**src/rtl/rca_result_collector_pkg.sv**
```systemverilog
// Shared types for the ripple-carry adder result path: operand width,
// the packed {carry, sum} result word and the collector buffer states.
package rca_pkg;

  localparam int RCA_WIDTH = 50;

  typedef logic [RCA_WIDTH:0] rca_result_t;

  typedef enum logic [1:0] {
    EMPTY = 2'd0,
    ONE   = 2'd1,
    FULL  = 2'd2
  } collector_state_t;

endpackage

```
**src/rtl/rca_result_collector_if.sv**
```systemverilog
// Adder-side and consumer-side handshake bundle for the result collector.
// Handshake: a transfer happens on a rising clk edge when valid && ready are
// both high; valid never waits on ready, and ready/valid driven by the
// collector are pure decodes of its registered state.
interface rca_result_collector_if
  import rca_pkg::*;
#(
  parameter int WIDTH     = RCA_WIDTH,
  parameter int CNT_WIDTH = 16
);
  logic                 i_valid;
  logic                 o_ready;
  logic [WIDTH:0]       i_result;
  logic                 o_valid;
  logic                 i_ready;
  logic [WIDTH-1:0]     o_sum;
  logic                 o_carry;
  logic [CNT_WIDTH-1:0] o_xfer_count;
  logic [CNT_WIDTH-1:0] o_carry_count;
  collector_state_t     dbg_state;

  modport master (
    output i_valid, i_result, i_ready,
    input  o_ready, o_valid, o_sum, o_carry, o_xfer_count, o_carry_count, dbg_state
  );

  modport slave (
    input  i_valid, i_result, i_ready,
    output o_ready, o_valid, o_sum, o_carry, o_xfer_count, o_carry_count, dbg_state
  );
endinterface

```
**src/rtl/rca_result_collector_sat_counter.sv**
```systemverilog
// Registered up-counter that sticks at its all-ones value instead of wrapping.
module sat_counter #(
  parameter int CNT_WIDTH = 16
) (
  input  logic                 i_clk,
  input  logic                 i_rst,
  input  logic                 i_inc,
  output logic [CNT_WIDTH-1:0] count
);

  logic [CNT_WIDTH-1:0] count_q;

  always_ff @(posedge i_clk or posedge i_rst) begin
    if (i_rst) begin
      count_q <= '0;
    end else if (i_inc && (count_q != '1)) begin
      count_q <= count_q + {{(CNT_WIDTH-1){1'b0}}, 1'b1};
    end
  end

  assign count = count_q;

endmodule

```
**src/rtl/rca_result_collector.sv**
```systemverilog
// Two-entry skid buffer behind the ripple-carry adder, presenting results in
// order to the consumer and keeping saturating push / carry-out statistics.
module rca_result_collector
  import rca_pkg::*;
#(
  parameter int WIDTH     = RCA_WIDTH,
  parameter int CNT_WIDTH = 16
) (
  input  logic                   i_clk,
  input  logic                   i_rst,
  rca_result_collector_if.slave  bus
);

  collector_state_t state_q, state_d;
  logic [WIDTH:0]   head_q, skid_q;
  logic             push, pop;
  logic             load_head, head_from_skid, load_skid;

  // Both handshake outputs decode the state register only, so the adder and
  // consumer paths never see a combinational loop through this block.
  assign bus.o_valid   = (state_q != EMPTY);
  assign bus.o_ready   = (state_q != FULL);
  assign bus.dbg_state = state_q;

  assign push = bus.i_valid && bus.o_ready;
  assign pop  = bus.o_valid && bus.i_ready;

  always_ff @(posedge i_clk or posedge i_rst) begin
    if (i_rst) begin
      state_q <= EMPTY;
    end else begin
      state_q <= state_d;
    end
  end

  always_comb begin
    state_d        = state_q;
    load_head      = 1'b0;
    head_from_skid = 1'b0;
    load_skid      = 1'b0;
    case (state_q)
      EMPTY: begin
        if (push) begin
          state_d   = ONE;
          load_head = 1'b1;
        end
      end
      ONE: begin
        if (push && !pop) begin
          state_d   = FULL;
          load_skid = 1'b1;
        end else if (pop && !push) begin
          state_d = EMPTY;
        end else if (push && pop) begin
          load_head = 1'b1;
        end
      end
      FULL: begin
        if (pop) begin
          state_d        = ONE;
          load_head      = 1'b1;
          head_from_skid = 1'b1;
        end
      end
      default: state_d = EMPTY;
    endcase
  end

  always_ff @(posedge i_clk or posedge i_rst) begin
    if (i_rst) begin
      head_q <= '0;
      skid_q <= '0;
    end else begin
      if (load_head) begin
        head_q <= head_from_skid ? skid_q : bus.i_result;
      end
      if (load_skid) begin
        skid_q <= bus.i_result;
      end
    end
  end

  assign bus.o_sum   = head_q[WIDTH-1:0];
  assign bus.o_carry = head_q[WIDTH];

  sat_counter #(.CNT_WIDTH(CNT_WIDTH)) u_xfer_cnt (
    .i_clk (i_clk),
    .i_rst (i_rst),
    .i_inc (push),
    .count (bus.o_xfer_count)
  );

  sat_counter #(.CNT_WIDTH(CNT_WIDTH)) u_carry_cnt (
    .i_clk (i_clk),
    .i_rst (i_rst),
    .i_inc (push && bus.i_result[WIDTH]),
    .count (bus.o_carry_count)
  );

endmodule

```
**src/flat_wrapper.sv**
```systemverilog
// flat-port wrapper written by rule: the top's interface ports become plain ports
module rca_result_collector_flat import rca_pkg::*;
#(
  parameter int WIDTH     = RCA_WIDTH,
  parameter int CNT_WIDTH = 16
)
  (i_clk, i_rst, bus_i_valid, bus_i_result, bus_i_ready, bus_o_ready, bus_o_valid, bus_o_sum, bus_o_carry, bus_o_xfer_count, bus_o_carry_count, bus_dbg_state);
  rca_result_collector_if #(.WIDTH(WIDTH), .CNT_WIDTH(CNT_WIDTH)) bus_i ();
  input  logic i_clk;
  input  logic i_rst;
  input wire logic [$bits(bus_i.i_valid)-1:0] bus_i_valid;
  input wire logic [$bits(bus_i.i_result)-1:0] bus_i_result;
  input wire logic [$bits(bus_i.i_ready)-1:0] bus_i_ready;
  output wire logic [$bits(bus_i.o_ready)-1:0] bus_o_ready;
  output wire logic [$bits(bus_i.o_valid)-1:0] bus_o_valid;
  output wire logic [$bits(bus_i.o_sum)-1:0] bus_o_sum;
  output wire logic [$bits(bus_i.o_carry)-1:0] bus_o_carry;
  output wire logic [$bits(bus_i.o_xfer_count)-1:0] bus_o_xfer_count;
  output wire logic [$bits(bus_i.o_carry_count)-1:0] bus_o_carry_count;
  output wire logic [$bits(bus_i.dbg_state)-1:0] bus_dbg_state;
  assign bus_i.i_valid = bus_i_valid;
  assign bus_i.i_result = bus_i_result;
  assign bus_i.i_ready = bus_i_ready;
  assign bus_o_ready = bus_i.o_ready;
  assign bus_o_valid = bus_i.o_valid;
  assign bus_o_sum = bus_i.o_sum;
  assign bus_o_carry = bus_i.o_carry;
  assign bus_o_xfer_count = bus_i.o_xfer_count;
  assign bus_o_carry_count = bus_i.o_carry_count;
  assign bus_dbg_state = bus_i.dbg_state;
  rca_result_collector #(.WIDTH(WIDTH), .CNT_WIDTH(CNT_WIDTH)) u_core (.i_clk(i_clk), .i_rst(i_rst), .bus(bus_i));
endmodule
```
**config.mk**
```make
export PLATFORM = sky130hd
export DESIGN_NAME = rca_result_collector_flat
export DESIGN_NICKNAME = d
export VERILOG_FILES = /design/src/rtl/rca_result_collector_pkg.sv /design/src/rtl/rca_result_collector_if.sv /design/src/rtl/rca_result_collector_sat_counter.sv /design/src/rtl/rca_result_collector.sv /design/src/flat_wrapper.sv
export SDC_FILE = /design/constraint.sdc
export NUM_CORES = 1
export LEC_CHECK = 0
export ABC_AREA = 1
export BUFFER_PORTS_ARGS = -buffer_cell sky130_fd_sc_hd__buf_2
export CELL_PAD_IN_SITES_DETAIL_PLACEMENT = 1
export CELL_PAD_IN_SITES_GLOBAL_PLACEMENT = 1
export CORE_UTILIZATION = 33
export DETAILED_ROUTE_END_ITERATION = 8
export PLACE_DENSITY_LB_ADDON = 0.1
export SLEW_MARGIN = 20
export SYNTH_ARGS = -nofsm -noshare
export SYNTH_HDL_FRONTEND = slang
export SYNTH_SLANG_ARGS = --single-unit
```
**constraint.sdc**
```tcl
create_clock -name i_clk -period 5.85 [get_ports i_clk]
set_input_delay 1.17 -clock i_clk [delete_from_list [all_inputs] [get_ports i_clk]]
set_output_delay 1.17 -clock i_clk [all_outputs]
set_load 0.005 [all_outputs]
```
## Word-level counts from Yosys, hierarchy flattened

Index checks and enable logic that the tools add are counted.

- Register bits: 136
- Input port bits: 55
- Logic and storage cells: 43

- Equal/unequal tests: 8
- $add $sub $neg: 2
- Multiplexer cells: 15
- Reductions and logical operators: 13

Operator list:

| cell | count |
|---|---|
| $mux 51 | 1 |
| $add 16x1->16 const B | 2 |
| $ne 16x16->1 const B | 2 |
| $logic_and 1x1->1 | 8 |
| $mux 1 | 8 |
| $mux 2 | 4 |
| $pmux 2 s3 | 1 |
| $ne 2x1->1 const B | 2 |
| $ne 3x1->1 const B | 1 |
| $pmux 1 s3 | 1 |
| $reduce_and 3->1 | 1 |
| $eq 2x1->1 const B | 1 |
| $eq 2x2->1 const B | 1 |
| $logic_not 1->1 | 2 |
| $logic_not 2->1 | 1 |
| $ne 2x2->1 const B | 1 |
| $reduce_bool 2->1 | 1 |

## Depth between registers and ports, before layout

Gate-level depths: netlist (run 1).

- Depth in word-level cells: 7
- Depth in mapped cells: 9

## Cells and area by module

Synthesis (run 1) repeated with hierarchy kept, for this count alone.

- Cell total of the unflattened synthesis: 937
- Area, all modules: 7089.3 um^2

Modules (own cells, without submodules):

| module | instances | cells an instance | area each (um^2) | sequential area each (um^2) |
|---|---|---|---|---|
| rca_result_collector | 1 | 637 | 4949.7 | 2602.5 |
| sat_counter | 2 | 150 | 1069.8 | 400.4 |

## Worst setup path after synthesis (run 1)

Ideal clock, no wire load.

- Path kind: input-to-reg
- Start: in bus_i_valid
- End: reg u_core.skid_q[17]
- Arrival time: 1.922 ns
- Path buffers: 1
- Setup slack: 3.803 ns
- Stages: 5
- Library setup time: 0.125 ns
- Required time: 5.725 ns
- Path through: inv_1 nor2_1 nand2_2 buf_2 mux2_2

- Word-level cells in the longest chain between the ends: 4

Ends and longest elaborated chain:

| item | line | text |
|---|---|---|
| from (decl) | flat_wrapper.sv:11 | `input wire logic [$bits(bus_i.i_valid)-1:0] bus_i_valid;` |
| $logic_and 1x1->1 | rca_result_collector.sv:25 | `assign push = bus.i_valid && bus.o_ready;` |
| $logic_and 1x1->1 | rca_result_collector.sv:49 | `if (push && !pop) begin` |
| $mux 1 | rca_result_collector.sv:49 |  |
| $mux 1 | rca_result_collector.sv:41 | `case (state_q)` |
| to (signal assigned) | rca_result_collector.sv:78 | `skid_q <= bus.i_result;` |
| to (decl) | rca_result_collector.sv:15 | `logic [WIDTH:0] head_q, skid_q;` |

Every way passes these cells.
A chain may end at the register's enable or synchronous reset.

## Worst setup path in the final report (run 1)

- Start: in bus_i_ready
- End: reg u_core.head_q[32]

- Word-level cells in the longest chain between the ends: 6
- Elaborated cells on any way between the ends: 12
- Those cells by class: 7 x mux; 5 x reduce/logical

Ends and longest elaborated chain:

| item | line | text |
|---|---|---|
| from (decl) | flat_wrapper.sv:13 | `input wire logic [$bits(bus_i.i_ready)-1:0] bus_i_ready;` |
| $logic_and 1x1->1 (*) | rca_result_collector.sv:26 | `assign pop = bus.o_valid && bus.i_ready;` |
| $logic_and 1x1->1 | rca_result_collector.sv:54 | `end else if (push && pop) begin` |
| $mux 1 | rca_result_collector.sv:54 |  |
| $mux 1 | rca_result_collector.sv:52 | `end else if (pop && !push) begin` |
| $mux 1 | rca_result_collector.sv:49 |  |
| $pmux 1 s3 | rca_result_collector.sv:41 |  |
| to (signal assigned) | rca_result_collector.sv:75 | `head_q <= head_from_skid ? skid_q : bus.i_result;` |
| to (decl) | rca_result_collector.sv:15 |  |

Every way passes the cells marked *; elsewhere a longest branch is shown, timed or not.

==> out/metrics.yaml, run 1 <==
nNetsFinal: 892
post-cts-setup-buffers: 0
finalHoldViolCount: 0
max-clock-path-buffers: 2
detail-route-antenna-nets: 0
p_leak_uw: 0.00380
end_kind: "flop"
grt_pass1_vias: 5765
antenna_found_initial: 2
hold_depth: 2
maxCapViolations: 0
drt_pre_antenna_iters: 6
drc: 0
path_class: "in -> reg"
syn_area_sq_mm: 0.00628
synthDistinctLibCells: 30
grt_overflow: 0
synth_fp_nets: 756
fin_setup_tns_ns: 0
path_max_fanout: 59
synth-seq-cells: 136
clock_sinks: 136
arrival_ns: 3.47
final_cell_area_sq_mm: 0.00776
dpl.hpwl_microns: 12100
run_status: "finished clean"
synth_cells: 699
mostFrequentLayoutCell: "nand2_1"
clk_pin_slew_ns: 0.06
worstMarginPinSlew_ns: 0.863
min_period_over_period_pct: 53.5
drive_gt1_share_pct: 28.8
coreArea_sq_mm: 0.0187
routed_via_density: 4.93
period_minus_slack_ns: 3.13
cts_resized: 0
slew_violations: 0
syn_avg_cell_area_sq_um: 8.99
fmax_ghz: 0.319
place_area_sq_mm: 0.00717
place_congestion: 0.762
fin_skew_ns: 0.00821
clockRootBuffer: "clkbuf_16"
initial_core_util_pct: 33.6
cp.required_ns: 6.19
dieHeight_microns: 140
yosysWarningCount: 0
clock_latency_ns: 0.41
finalPower_uw: 3060
portBuffers: 141
num_rows: 50
die_w_microns: 140
cts_tree: "built"
layout_common_cells: "219 x nand2_1, 141 x buf_2, 136 x dfrtp_1"
crit_path_start_kind: "input pin"
grt_use_total_pct: 19.5
cts_buffers: 17
grt_max_degree: 93
syn_to_final_growth_pct: 23.5
min_path_type: "reg -> reg"
num_io_pins: 142
drt-initial-drc-count: 166
ir_drop_uv: 219
slew_headroom_pct: 42.4
post_drt_wl_per_cell_microns: 16.5
wirelength_microns: 17900
setup_viol: 0
r2r_cells: 10
die-area_sq_mm: 0.0196
grt_first_pass_wirelength_microns: 30100
ctsHoldBuffers: 0
yosysSeqAreaShare_pct: 54.2
grt_setup_unrepaired: "false"
htreeDepth: 4
powerDensity_mw_per_mm2: 394
num_vias: 5340
-- per-stage QoR --
stage	hold slack (ns)	setup WS, ns	util (%)	cells
6_report	0.481	2.72	41.5	1083
2_1_floorplan	0.453	1.04	-	699
3_5_place_dp	0.471	2.23	38.3	1050
3_3_place_gp	0.462	2.30	38.3	1050
4_1_cts	0.485	2.69	41.5	1082
5_1_grt	0.508	2.51	41.5	1083
-- power by group --
group          internal [uW]  total, uW  switching [uW]
logic                    292        613             321
clock network            661       1070             413
registers               1200       1370             172
-- synthesized netlist by cell type, drive strengths merged --
master,instances,area share [%]
ha,2,0.40
buf,26,2.4
a21oi,10,0.80
xnor2,13,1.8
nand3,109,8.8
nand2,227,14
o211ai,8,0.96
nor3,1,0.080
xor2,1,0.14
or2,1,0.10
o31ai,1,0.12
o21ai,16,1.5
inv,41,2.4
nor2,48,3.3
nand3b,2,0.24
clkbuf,4,0.24
dfrtp,136,54
mux2,41,7.3
a22oi,1,0.12
nand4,11,1.1
-- layout make-up --
type / count / area [sq um]
multi-input cells: 492 / 2560
fillers: 2230 / 10900
inverters: 41 / 159
clock inverters: 11 / 121
well taps: 234 / 293
repair buffers: 147 / 751
diodes: 1 / 2.50
flip-flops and latches: 136 / 3400
clock buffers: 21 / 470
-- logic make-up after synthesis --
logic type / after synthesis / synth area share (%)
DFF: 136 / 54.2
buffers and inverters: 71 / 5.14
AOI/OAI and AO/OA: 36 / 3.50
muxes: 41 / 7.35
adders and majority gates: 2 / 0.398
xor gates and xnor gates: 14 / 1.95
and+or+nand+nor: 399 / 27.5
-- layer usage --
metal  track usage [%]  up-vias  wire, microns
met5                 0        -             13
met4              6.25        2            264
met3              3.83       21            646
met2              33.1      107           8830
met1              25.0     2655           8110
li1                  -     2555              -
-- final timing paths --
path                                                startpoint                                        to  slack [ns]
hold reg to reg                  u_core.head_q[14]$_DFFE_PP0P_             u_core.head_q[14]$_DFFE_PP0P_        0.48
max in group asynchronous                                i_rst             u_core.skid_q[26]$_DFFE_PP0P_        3.75
hold / removal                   u_core.head_q[14]$_DFFE_PP0P_             u_core.head_q[14]$_DFFE_PP0P_        0.48
min in group asynchronous                                i_rst  u_core.u_carry_cnt.count[10]$_DFFE_PP0P_        0.93
setup reg to reg           u_core.bus.dbg_state[1]$_DFFE_PP0P_             u_core.head_q[32]$_DFFE_PP0P_        3.01
setup / recovery                                   bus_i_ready             u_core.head_q[32]$_DFFE_PP0P_        2.72
-- worst max-delay path, stage by stage --
cell and delay (ns):
buf_2 0.12, nand2_2 0.06, buf_4 0.53, inv_2 0.04, buf_4 0.31, nor2_4 0.56
buf_4 0.43, nand2_1 0.10, nand3_1 0.10
-- sequential cells by signal, indices dropped and copies added, names as in the netlist --
register                  flops
u_core.skid_q                51
u_core.head_q                51
u_core.u_xfer_cnt.count      16
u_core.u_carry_cnt.count     16
u_core.bus.dbg_state          2
Power figures use the tool's default switching activity.
==> inputs of run 2 (changes only) <==
==> constraint.sdc (replaced) <==
create_clock -name i_clk -period 2.79 [get_ports i_clk]
set_input_delay 0.558 -clock i_clk [delete_from_list [all_inputs] [get_ports i_clk]]
set_output_delay 0.558 -clock i_clk [all_outputs]
set_load 0.005 [all_outputs]
==> out/metrics.yaml, run 2 (synthesized netlist as in run 1, its figures left out) <==
run_status: "finished clean"
fmax_ghz: 0.510
slew_violations: 0
cts_buffers: 17
nNetsFinal: 894
cp.required_ns: 3.09
grt_max_degree: 70
fin_setup_tns_ns: 0
clock_sinks: 136
die-area_sq_mm: 0.0196
fin_skew_ns: 0.00679
initial_core_util_pct: 33.6
max-clock-path-buffers: 2
setup_viol: 0
dpl.hpwl_microns: 11900
drt_pre_antenna_iters: 4
final_cell_area_sq_mm: 0.00780
place_area_sq_mm: 0.00723
clock_latency_ns: 0.42
slew_headroom_pct: 52.6
portBuffers: 141
path_max_fanout: 18
regArea_sq_mm: 0.00340
detail-route-antenna-nets: 0
arrival_ns: 2.26
end_kind: "flop"
die_w_microns: 140
p_leak_uw: 0.00380
num_vias: 5389
routed_via_density: 4.97
grt_setup_unrepaired: "false"
multi_input_area_sq_mm: 0.00256
dieHeight_microns: 140
clockRootBuffer: "clkbuf_16"
path_class: "reg -> reg"
mostFrequentLayoutCell: "nand2_1"
clk_pin_slew_ns: 0.06
layout_common_cells: "219 x nand2_1, 141 x buf_2, 136 x dfrtp_1"
ir_drop_uv: 420
num_io_pins: 142
ctsHoldBuffers: 0
worstMarginPinSlew_ns: 0.712
grt_use_total_pct: 19.5
min_period_over_period_pct: 70.3
coreArea_sq_mm: 0.0187
drc: 0
finalHoldViolCount: 0
syn_to_final_growth_pct: 24.1
cts_resized: 0
htreeDepth: 4
drt-initial-drc-count: 145
grt_first_pass_wirelength_microns: 30000
min_path_type: "in -> async"
grt_overflow: 0
powerDensity_mw_per_mm2: 813
post_drt_wl_per_cell_microns: 16.5
reg_top3: "u_core.head_q (51), u_core.skid_q (51)"
num_rows: 50
drive_gt1_share_pct: 28.9
grt_pass1_vias: 5725
place_congestion: 0.742
cts_tree: "built"
period_minus_slack_ns: 1.96
post-cts-setup-buffers: 0
wirelength_microns: 17900
fillCellCount: 2232
crit_path_start_kind: "flop"
antenna_found_initial: 2
maxCapViolations: 0
## run 2: cell count changes in the layout (fill, tap and decap cells not counted)
cell,change
clkinvlp_4,+3
inv_6,-1
buf_4,-2
buf_12,+4
bufinv_16,-1
clkinv_2,-2
## run 2: path summary, 6_finish.rpt
check | startpoint | end | slack (ns) | depth (start not counted)
min in group i_clk | bus_i_valid | u_core.bus.dbg_state[0]$_DFFE_PP0P_ | 0.37 | 2
worst max-delay path | u_core.u_carry_cnt.count[0]$_DFFE_PP0P_ | u_core.u_carry_cnt.count[15]$_DFFE_PP0P_ | 0.83 | 8
worst min-delay path | i_rst | u_core.u_xfer_cnt.count[3]$_DFFE_PP0P_ | 0.12 | 2
max in group asynchronous | i_rst | u_core.skid_q[15]$_DFFE_PP0P_ | 2.01 | 3
worst max register to register | u_core.u_carry_cnt.count[0]$_DFFE_PP0P_ | u_core.u_carry_cnt.count[15]$_DFFE_PP0P_ | 0.83 | 8
worst min register to register | u_core.head_q[27]$_DFFE_PP0P_ | u_core.head_q[27]$_DFFE_PP0P_ | 0.48 | 2
## run 2: critical path, stage by stage (launching register included)
cell     delay [ns]
dfrtp_1        0.45
ha_1           0.29
inv_1          0.07
nor2_2         0.11
nand3_2        0.09
o21ai_4        0.43
inv_2          0.23
nand2_1        0.12
nand2_1        0.05
## run 2: final cells by class
class | count | area share (%)
antenna | 1 | 0.0321
clock buffer | 21 | 6.03
clock inverter | 10 | 1.24
inverter | 41 | 2.02
multi-input combinational | 492 | 32.8
sequential | 136 | 43.6
tap | 234 | 3.75
timing repair buffer | 149 | 10.5
## run 2: through the flow
step / setup WS (ns) / cells / total power, uW / utilization [%] / hold slack [ns]
floorplan: 0.539 / 699 / 3620 / - / 0.453
global placement: 0.796 / 1052 / 4150 / 38.6 / 0.461
detailed placement: 0.703 / 1052 / 4240 / 38.6 / 0.468
CTS: 0.790 / 1083 / 6450 / 41.7 / 0.110
global route: 0.620 / 1083 / 6740 / 41.7 / 0.130
finish: 0.829 / 1084 / 6340 / 41.7 / 0.120
## run 2: layer usage
metal | wire length [microns] | GRT usage, %
met3 | 740 | 4.41
met4 | 160 | 6.65
met2 | 8800 | 32.7
met1 | 8140 | 24.7
met5 | 11 | 0
## run 2: report_power, final
group	internal [uW]	switching, uW	leakage, uW
combinational	628	683	0.00185
clock	1290	866	0.000268
sequential	2520	357	0.00168
total	4440	1910	0.00380
==> inputs of run 3 (changes only) <==
==> constraint.sdc (replaced) <==
create_clock -name i_clk -period 1.85 [get_ports i_clk]
set_input_delay 0.37 -clock i_clk [delete_from_list [all_inputs] [get_ports i_clk]]
set_output_delay 0.37 -clock i_clk [all_outputs]
set_load 0.005 [all_outputs]
==> out/metrics.yaml, run 3 (synthesized netlist as in run 1, its figures left out) <==
drc: 0
wirelength_microns: 17900
slew_violations: 0
multi_input_area_sq_mm: 0.00256
htreeDepth: 4
setup_viol: 0
busiest_layer: "met2"
num_io_pins: 142
portBuffers: 141
run_status: "finished clean"
grt_use_met2_pct: 33.3
die_w_microns: 140
powerDensity_mw_per_mm2: 1220
initial_core_util_pct: 33.6
drt_pre_antenna_iters: 4
clock_sinks: 136
fmax_ghz: 0.607
dieHeight_microns: 140
grt_setup_unrepaired: "false"
final-instance-count-excl-fill: 1098
antenna_found_initial: 3
routed_via_density: 4.95
mostFrequentLayoutCell: "nand2_1"
grt_pass1_vias: 5886
reg_top3: "u_core.head_q (51), u_core.skid_q (51)"
num_rows: 50
place_area_sq_mm: 0.00734
layout_common_cells: "219 x nand2_1, 141 x buf_2, 136 x dfrtp_1"
cp.required_ns: 2.15
ir_drop_uv: 707
dpl.hpwl_microns: 12400
min_path_type: "in -> async"
fin_skew_ns: 0.00777
grt_overflow: 0
grt_max_degree: 71
grt_first_pass_wirelength_microns: 29600
cts_buffers: 17
end_kind: "flop"
maxCapViolations: 0
cts_tree: "built"
path_max_fanout: 15
syn_to_final_growth_pct: 26.2
use_met1_pct: 22.8
dp_slack_ns: 0.200
period_minus_slack_ns: 1.65
num_vias: 5430
hold_ws_ns: 0.0736
post_drt_wl_per_cell_microns: 16.3
cts_resized: 0
detail-route-antenna-nets: 0
max-clock-path-buffers: 2
worstMarginPinSlew_ns: 0.412
fillCellCount: 2229
drive_gt1_share_pct: 29.8
clockRootBuffer: "clkbuf_16"
final_cell_area_sq_mm: 0.00793
path_class: "reg -> reg"
fin_setup_tns_ns: 0
clk_pin_slew_ns: 0.06
coreArea_sq_mm: 0.0187
post-cts-setup-buffers: 0
arrival_ns: 1.95
min_period_over_period_pct: 89.0
nNetsFinal: 907
clock_latency_ns: 0.42
grt.met3_usage_pct: 4.99
crit_path_start_kind: "flop"
place_congestion: 0.765
fin_ws_ns: 0.203
slew_headroom_pct: 72.6
finalHoldViolCount: 0
ctsHoldBuffers: 0
placed_cells: 1065
die-area_sq_mm: 0.0196
drt-initial-drc-count: 192
grt_use_total_pct: 19.2
regArea_sq_mm: 0.00340
p_leak_uw: 0.00387
[run 3: changes by cell type in the layout (fill, tap and decap cells not counted)]
cell,previous run,this run
clkinvlp_4,5,7
clkbuf_1,1,2
diode_2,1,2
buf_4,4,16
buf_12,4,5
clkinv_2,2,0
inv_6,1,0
bufinv_16,1,2
clkbuf_8,3,2
[run 3: metrics by stage]
| step | total power [uW] | util (%) |
|---|---|---|
| after floorplan | 5460 | - |
| after global placement | 6290 | 39.2 |
| after detailed placement | 6430 | 39.2 |
| after CTS | 9860 | 42.4 |
| after global routing | 10300 | 42.4 |
| final | 9700 | 42.4 |
[run 3: layout make-up]
class / instances / share of cell area [%]
Tap cell: 234 / 3.69
Inverter: 41 / 1.99
Timing Repair Buffer: 162 / 11.7
Clock inverter: 10 / 1.55
Clock buffer: 21 / 5.81
Sequential cell: 136 / 42.9
Antenna cell: 2 / 0.0631
Multi-Input combinational cell: 492 / 32.3
[run 3: path summary, 6_finish.rpt]
kind	from	to	cells after the start	slack, ns
setup / recovery	u_core.u_xfer_cnt.count[0]$_DFFE_PP0P_	u_core.u_xfer_cnt.count[9]$_DFFE_PP0P_	9	0.20
hold / removal	i_rst	u_core.u_xfer_cnt.count[9]$_DFFE_PP0P_	3	0.07
setup reg to reg	u_core.u_xfer_cnt.count[0]$_DFFE_PP0P_	u_core.u_xfer_cnt.count[9]$_DFFE_PP0P_	9	0.20
hold reg to reg	u_core.head_q[18]$_DFFE_PP0P_	u_core.head_q[18]$_DFFE_PP0P_	2	0.48
max in group asynchronous	i_rst	u_core.head_q[32]$_DFFE_PP0P_	3	1.43
min in group i_clk	bus_i_valid	u_core.bus.dbg_state[0]$_DFFE_PP0P_	2	0.17
[run 3: report_power, final]
group          total [uW]  switching (uW)  internal (uW)
Clock                3370            1320           2050
Combinational        2000            1020            973
Sequential           4330             540           3790
[run 3: critical path: stages, from the launching register on]
cell and delay [ns]:
dfrtp_1 0.45, ha_1 0.23, nand3_2 0.13, inv_1 0.12, nand2_2 0.07, nor2_1 0.13
nor2_2 0.05, buf_4 0.20, nand2_1 0.08, o21ai_0 0.07
[run 3: layer usage]
layer / wire length [microns] / up-vias
met4: 336 / 2
met3: 838 / 27
met1: 7860 / 2706
met5: 8 / -
li1: - / 2585
met2: 8850 / 110
